### config.mk
export PLATFORM = sky130hd
export DESIGN_NAME = counter_ctrl
export DESIGN_NICKNAME = d
export VERILOG_FILES = /design/src/rtl/counter_ctrl_pkg.sv /design/src/rtl/counter_ctrl_btn_debounce.sv /design/src/rtl/counter_ctrl.sv
export SDC_FILE = /design/constraint.sdc
export NUM_CORES = 1
export LEC_CHECK = 0
export ABC_AREA = 1
export CAP_MARGIN = 5
export CORE_AREA = 2 2 47 60
export CTS_CLUSTER_SIZE = 20
export DETAILED_ROUTE_END_ITERATION = 10
export DIE_AREA = 0 0 49 62
export HOLD_SLACK_MARGIN = 0.08
export PLACE_DENSITY = 0.83
export SLEW_MARGIN = 20
export SYNTH_ARGS = -nofsm -noshare
export SYNTH_HDL_FRONTEND = slang
export SYNTH_SLANG_ARGS = --single-unit
### constraint.sdc
create_clock -name clk -period 3 [get_ports clk]
set_input_delay 0.9 -clock clk [delete_from_list [all_inputs] [get_ports clk]]
set_output_delay 0.9 -clock clk [all_outputs]
set_load 0.005 [all_outputs]
### src/rtl/counter_ctrl_pkg.sv
// Shared definitions for the counter control front-end: FSM encoding,
// button indices and default parameter values.
package counter_ctrl_pkg;

  typedef enum logic [1:0] {
    IDLE = 2'd0,
    LOAD = 2'd1,
    RUN  = 2'd2,
    DONE = 2'd3
  } state_t;

  localparam int WIDTH_DEF = 4;
  localparam int DIV_DEF   = 4;
  localparam int DEB_DEF   = 3;

  // Bit positions of the buttons inside the debouncer bank.
  localparam int BTN_LOAD = 0;
  localparam int BTN_DIR  = 1;
  localparam int BTN_RUN  = 2;
  localparam int NUM_BTN  = 3;

endpackage

### src/rtl/counter_ctrl_btn_debounce.sv
// One push-button path: 2-flop synchroniser, stable-level counter and a
// registered one-cycle press pulse on the debounced rising edge.
module btn_debounce
  import counter_ctrl_pkg::*;
#(
  parameter int DEB = DEB_DEF
) (
  input  logic clk,
  input  logic reset,
  input  logic raw,
  output logic level,
  output logic press
);

  localparam int CW = $clog2(DEB + 1);

  logic          sync1_reg;
  logic          sync2_reg;
  logic          level_reg;
  logic          level_prev_reg;
  logic          press_reg;
  logic [CW-1:0] cnt_reg;

  always_ff @(posedge clk or negedge reset) begin
    if (!reset) begin
      sync1_reg      <= 1'b0;
      sync2_reg      <= 1'b0;
      level_reg      <= 1'b0;
      level_prev_reg <= 1'b0;
      press_reg      <= 1'b0;
      cnt_reg        <= '0;
    end else begin
      sync1_reg <= raw;
      sync2_reg <= sync1_reg;
      // Count consecutive samples that disagree with the accepted level;
      // any sample that agrees again restarts the count.
      if (sync2_reg != level_reg) begin
        if (cnt_reg == CW'(DEB - 1)) begin
          level_reg <= sync2_reg;
          cnt_reg   <= '0;
        end else begin
          cnt_reg <= cnt_reg + 1'b1;
        end
      end else begin
        cnt_reg <= '0;
      end
      level_prev_reg <= level_reg;
      press_reg      <= level_reg & ~level_prev_reg;
    end
  end

  assign level = level_reg;
  assign press = press_reg;

endmodule

### src/rtl/counter_ctrl.sv
// Control front-end for the up/down counter: debounced buttons, run/stop FSM,
// prescaler and registered counter control outputs.
module counter_ctrl
  import counter_ctrl_pkg::*;
#(
  parameter int WIDTH = WIDTH_DEF,
  parameter int DIV   = DIV_DEF,
  parameter int DEB   = DEB_DEF
) (
  input  logic             clk,
  input  logic             reset,
  input  logic             btn_load,
  input  logic             btn_dir,
  input  logic             btn_run,
  input  logic [WIDTH-1:0] load_val,
  input  logic [WIDTH-1:0] count,
  output logic             load,
  output logic [WIDTH-1:0] d,
  output logic             up_down,
  output logic             en,
  output logic             tc,
  output logic [1:0]       state
);

  localparam int PW = $clog2(DIV);

  logic [NUM_BTN-1:0] raw;
  logic [NUM_BTN-1:0] press;
  logic [NUM_BTN-1:0] level_unused;

  assign raw = {btn_run, btn_dir, btn_load};

  generate
    for (genvar gi = 0; gi < NUM_BTN; gi++) begin : g_btn
      btn_debounce #(.DEB(DEB)) u_deb (
        .clk  (clk),
        .reset(reset),
        .raw  (raw[gi]),
        .level(level_unused[gi]),
        .press(press[gi])
      );
    end
  endgenerate

  state_t           state_reg, state_next;
  logic [PW-1:0]    presc_reg, presc_next;
  logic [WIDTH-1:0] d_reg, d_next;
  logic             up_down_reg, up_down_next;
  logic             load_reg, en_reg, tc_reg;
  logic             en_next;
  logic             tick;
  logic             terminal;

  always_comb begin
    state_next   = state_reg;
    up_down_next = up_down_reg;
    en_next      = 1'b0;
    tick         = (presc_reg == PW'(DIV - 1));
    terminal     = up_down_reg ? (count == '1) : (count == '0);

    case (state_reg)
      IDLE, DONE: begin
        if (press[BTN_LOAD])      state_next = LOAD;
        else if (press[BTN_RUN])  state_next = RUN;
        else if (press[BTN_DIR])  up_down_next = ~up_down_reg;
      end
      LOAD: state_next = IDLE;
      RUN: begin
        if (press[BTN_LOAD])      state_next = LOAD;
        else if (press[BTN_RUN])  state_next = IDLE;
        else if (tick) begin
          // Stop at the terminal value rather than letting the counter wrap.
          if (terminal) state_next = DONE;
          else          en_next    = 1'b1;
        end
      end
      default: state_next = IDLE;
    endcase

    if (state_reg == RUN && state_next == RUN)
      presc_next = tick ? '0 : presc_reg + 1'b1;
    else
      presc_next = '0;

    d_next = (state_next == LOAD) ? load_val : d_reg;
  end

  always_ff @(posedge clk or negedge reset) begin
    if (!reset) begin
      state_reg   <= IDLE;
      presc_reg   <= '0;
      d_reg       <= '0;
      up_down_reg <= 1'b0;
      load_reg    <= 1'b0;
      en_reg      <= 1'b0;
      tc_reg      <= 1'b0;
    end else begin
      state_reg   <= state_next;
      presc_reg   <= presc_next;
      d_reg       <= d_next;
      up_down_reg <= up_down_next;
      load_reg    <= (state_next == LOAD);
      en_reg      <= en_next;
      tc_reg      <= (state_next == DONE);
    end
  end

  assign load    = load_reg;
  assign d       = d_reg;
  assign up_down = up_down_reg;
  assign en      = en_reg;
  assign tc      = tc_reg;
  assign state   = state_reg;

endmodule

## After elaboration in Yosys (flattened, before gate mapping)

Cells that the tools add are included.

| storage, ports and cells | value |
|---|---|
| register bits after elaboration | 33 |
| logic and storage cells | 81 |
| bits of input ports | 13 |
| output and inout port bits | 10 |

| operators by class | value |
|---|---|
| $add $sub $neg | 4 |
| eq/ne operators | 14 |
| reductions and logical operators | 8 |
| bitwise gates (word level) | 9 |
| multiplexer cells | 21 |

Operators by type and width:

| cell | count |
|---|---|
| 2-to-1 mux 2 bit | 14 |
| == test 2 bit, second input constant | 8 |
| adder 2 x 1 -> 2 bit, second input constant | 4 |
| 2-to-1 mux 1 bit | 6 |
| inverter 1 bit | 6 |
| one-hot mux 2 bit (3 select lines) | 1 |
| AND reduction 2 bit | 3 |
| == test 2 x 1 -> 1 bit, second input constant | 2 |
| == test 4 bit, second input constant | 1 |
| logical NOT 4 bit | 1 |
| AND reduction 4 bit | 1 |
| AND 1 bit | 3 |
| inequality test 1 bit | 3 |
| logical NOT 2 bit | 1 |
| OR reduction 2 bit | 1 |
| logical AND 1 bit | 1 |

## Depth between registers and ports, before layout

| logic depth | value |
|---|---|
| depth after elaboration | 10 |
| gate-level depth with buffers | 10 |
| gate-level depth less buffers | 10 |

## Cells and area by module

From an unflattened synthesis, not the netlist that was laid out.

| unflattened totals | value |
|---|---|
| cells, all modules | 138 |
| area total of the unflattened synthesis | 1326.3 µm² |

By module, submodules not included:

| module | area each (µm²) | cells each | instances |
|---|---|---|---|
| btn_debounce | 240.2 | 24 | 3 |
| counter_ctrl | 605.6 | 66 | 1 |

## Worst setup path before layout

Ideal clock, no wire load.

| path | value |
|---|---|
| path kind | input-to-reg |
| start point | input count[2] |
| end point | register d_reg[0] (netlist: d[0]) |
| arrival | 1.538 ns |
| stages on the path | 10 |
| buffers on the path | 0 |
| path slack | 1.344 ns |
| cells stage by stage | inv_1 nor2_1 nand2_1 nand2_1 nand2_1 nand2_1 nand2_2 nand3_4 nand2_1 nand2_1 |

| between the ends | value |
|---|---|
| longest elaborated chain between the ends | 8 |
| elaborated cells on any way between the ends | 9 |
| classes of those cells | eq/ne (2); mux (6); reduce/logical (1) |

RTL lines:

| element | line | RTL |
|---|---|---|
| start: declaration | counter_ctrl.sv:16 | `input logic [WIDTH-1:0] count,` |
| == test 4 bit or logical NOT 4 bit (tied branches) | counter_ctrl.sv:59 | `terminal = up_down_reg ? (count == '1) : (count == '0);` |
| 2-to-1 mux 1 bit * | counter_ctrl.sv:59 |  |
| 2-to-1 mux 2 bit * | counter_ctrl.sv:73 | `if (terminal) state_next = DONE;` |
| 2-to-1 mux 2 bit * | counter_ctrl.sv:71 | `else if (tick) begin` |
| 2-to-1 mux 2 bit * | counter_ctrl.sv:70 | `else if (press[BTN_RUN]) state_next = IDLE;` |
| 2-to-1 mux 2 bit * | counter_ctrl.sv:69 | `if (press[BTN_LOAD]) state_next = LOAD;` |
| one-hot mux 2 bit (3 select lines) * | counter_ctrl.sv:61 | `case (state_reg)` |
| == test 2 x 1 -> 1 bit * | counter_ctrl.sv:85 | `d_next = (state_next == LOAD) ? load_val : d_reg;` |
| end signal: assignment | counter_ctrl.sv:100 | `d_reg <= d_next;` |
| end: declaration | counter_ctrl.sv:47 | `logic [WIDTH-1:0] d_reg, d_next;` |

Mark *: on every way between the ends. The rest lies on a longest branch, timed or not.
A chain may end at the register's enable or synchronous reset.

## Worst setup path after layout

| path | value |
|---|---|
| start point | register state_reg[1] (netlist: state[1]) |
| end point | output state[1] |

RTL lines:

| element | line | RTL |
|---|---|---|
| start: declaration | counter_ctrl.sv:45 | `state_t state_reg, state_next;` |
| start signal: assignment | counter_ctrl.sv:98 | `state_reg <= state_next;` |
| end: declaration | counter_ctrl.sv:22 | `output logic [1:0] state` |

No word-level cell between the ends.

==> flow_summary.json <==
{
  "io_buffers": 22,
  "synthCells": 117,
  "cts_resized": 0,
  "drt_pass1_iterations": 4,
  "antenna_found_initial": 0,
  "cp_slowest_cell": "clkdlybuf4s50_1",
  "wl_per_cell_microns": 11.36,
  "area_delta_synth_final_pct": 29.36,
  "synth_top_cells_by_area": "dfrtp_1, nand2_1, inv_1",
  "fin_crit_sh": 0.7258,
  "antenna_cells": 0,
  "via_per_inst": 4.830,
  "met2_usage": 0.2896,
  "async_flop_share": 1.000,
  "worst_pin_slew_ns": 0.4027,
  "fp.dieH_microns": 62,
  "synth_edf_count": 0,
  "syn_area_per_cell_sq_um": 10.85,
  "power_leakage_nw": 0.7967,
  "grt_pass1_wl_microns": 3581,
  "slew_violations": 0,
  "die_w_microns": 49,
  "fp-row-count": 21,
  "io-pin-count": 23,
  "crit_fanout": 4,
  "status": "completed",
  "dp.cells": 174,
  "crit_path_end_kind": "output port",
  "grt_util_met3": 0.07416,
  "clock_latency_ns": 0.33,
  "synth_top_area_cell": "dfrtp_1",
  "gp_congestion": 0.8199,
  "htreeDepth": 2,
  "dp_hpwl_microns": 1579,
  "postCtsSetupRepairBufs": 0,
  "timing.hold.ws_ns": 0.3586,
  "core_region_area_sq_mm": 0.002549,
  "netlist.area_leader.share": 0.6502,
  "track_usage": 0.1657,
  "tritoncts": "yes",
  "grt_max_degree": 34,
  "layout.cells.non_filler": 182,
  "crit_required_ns": 2.10,
  "met1_usage": 0.1680,
  "crit_chain": "clkdlybuf4s50_1",
  "nNetsFinal": 162,
  "path_clk_slew_ns": 0.10,
  "grt_pass1_vias": 830,
  "cts_buffer_depth": 2,
  "largest_reg_flops": 6,
  "cts_root_buf": "clkbuf_4",
  "drcViolationCount": 0,
  "critical_path_class": "flip-flop to output port",
  "syn-cell-area_sq_mm": 0.001270,
  "powerDensity_mw_per_mm2": 990.0,
  "fillCellCount": 208,
  "rsz0062_at_grt": "false",
  "crit_arrival_ns": 1.28,
  "path_buf_inv": 1,
  "max_freq_ghz": 0.4592,
  "ant_nets": 0,
  "synth_fp_nets": 132,
  "drive_above_1_share": 0.1351,
  "fin_tns_setup_ns": 0,
  "drt-initial-drc-count": 30,
  "cp_slowest_stage_delay_ns": 0.53,
  "crit_path_start_kind": "flip-flop",
  "slew_headroom": 0.7308,
  "irDropWorstVdd_mv": 0.5893,
  "power_w": 0.001626,
  "yosysSeqAreaShare": 0.6502,
  "ys_ff_latch": 33,
  "ys_warn_count": 0,
  "dieArea_sq_mm": 0.003038,
  "cts_made_buffers": 5,
  "clock_sinks": 33,
  "synthTopCellsByCount": "dfrtp_1, nand2_1, inv_1",
  "overflow": 0,
  "drv_cap": 0,
  "yosysMostFrequentCell": "dfrtp_1",
  "hold_viol": 0,
  "hold_buffers": 0,
  "synthFlopType": "dfrtp_1",
  "finClkSkew_ns": 0.008091,
  "vias": 879,
  "finalCriticalPeriod_ns": 2.178,
  "wl_microns": 2068,
  "synth_cell_types": 20,
  "setup_viol": 0,
  "path_delay_family": "buffers and inverters",
  "grt-busiest-layer": "met2",
  "hp-class": "flip-flop to flip-flop",
  "initial_core_util": 0.4983
}
-- cells by family after synthesis --
| logic type | after synthesis | share of synthesized area |
|---|---|---|
| XOR/XNOR | 4 | 0.02758 |
| AO/OA/AOI/OAI | 7 | 0.03547 |
| buffers and inverters | 17 | 0.05025 |
| AND/OR/NAND/NOR | 54 | 0.2168 |
| adder cells (fa/ha/maj) | 2 | 0.01970 |
| flip-flops | 33 | 0.6502 |
-- routing by layer --
metal  part of all wire  wire length [microns]
met3              0.063                    130
met2               0.53                   1099
met5                  0                      0
met4              0.023                     48
met1               0.38                    789
-- path summary, 6_finish.rpt --
kind                                                from                        to  slack, ns  depth (start not counted)
worst max-delay path                            state[1]                  state[1]       0.82                          1
worst min-delay path            g_btn[1].u_deb.sync1_reg  g_btn[1].u_deb.sync2_reg       0.36                          0
worst max register to register                  state[1]                      d[2]       1.28                          8
worst min register to register  g_btn[1].u_deb.sync1_reg  g_btn[1].u_deb.sync2_reg       0.36                          0
max in group asynchronous                          reset      g_btn[2].u_deb.level       1.76                          2
min in group asynchronous                          reset                        tc       0.96                          2
-- metrics by stage --
stage	utilization	setup slack (ns)	area, sq um
finish	0.6446	0.8225	1643
global route	0.6446	0.7695	1643
CTS	0.6446	0.8087	1643
detailed placement	0.6043	0.7221	1540
global placement	0.6043	0.7912	1540
floorplan	-	1.344	1270
-- cell type report --
type	count	area [sq um]	share of cell area
flip-flops and latches	33	825.8	0.5027
inverters	17	63.81	0.03884
multi-input cells	67	380.4	0.2315
repair buffers	23	227.7	0.1386
clock buffers	5	37.54	0.02285
clock inverters	3	65.06	0.03960
well taps	34	42.54	0.02589
-- power by group --
| group | internal (W) | total (W) | switching (W) |
|---|---|---|---|
| clock network | 0.000258 | 0.000403 | 0.000145 |
| logic | 0.000252 | 0.000521 | 0.000269 |
| registers | 0.000600 | 0.000702 | 0.000101 |
-- cell usage in the layout (no fill, tap or decap), drive strengths merged --
cell type       n
or2             2
bufinv          2
dfrtp          33
clkinv          1
clkdlybuf4s50  22
clkbuf          5
nor3            7
xnor2           4
o211ai          1
inv            17
a21boi          1
nand2          24
ha              2
nand3           5
nor2           12
nand4           4
o21ai           5
buf             1
Power figures use the tool's default switching activity.
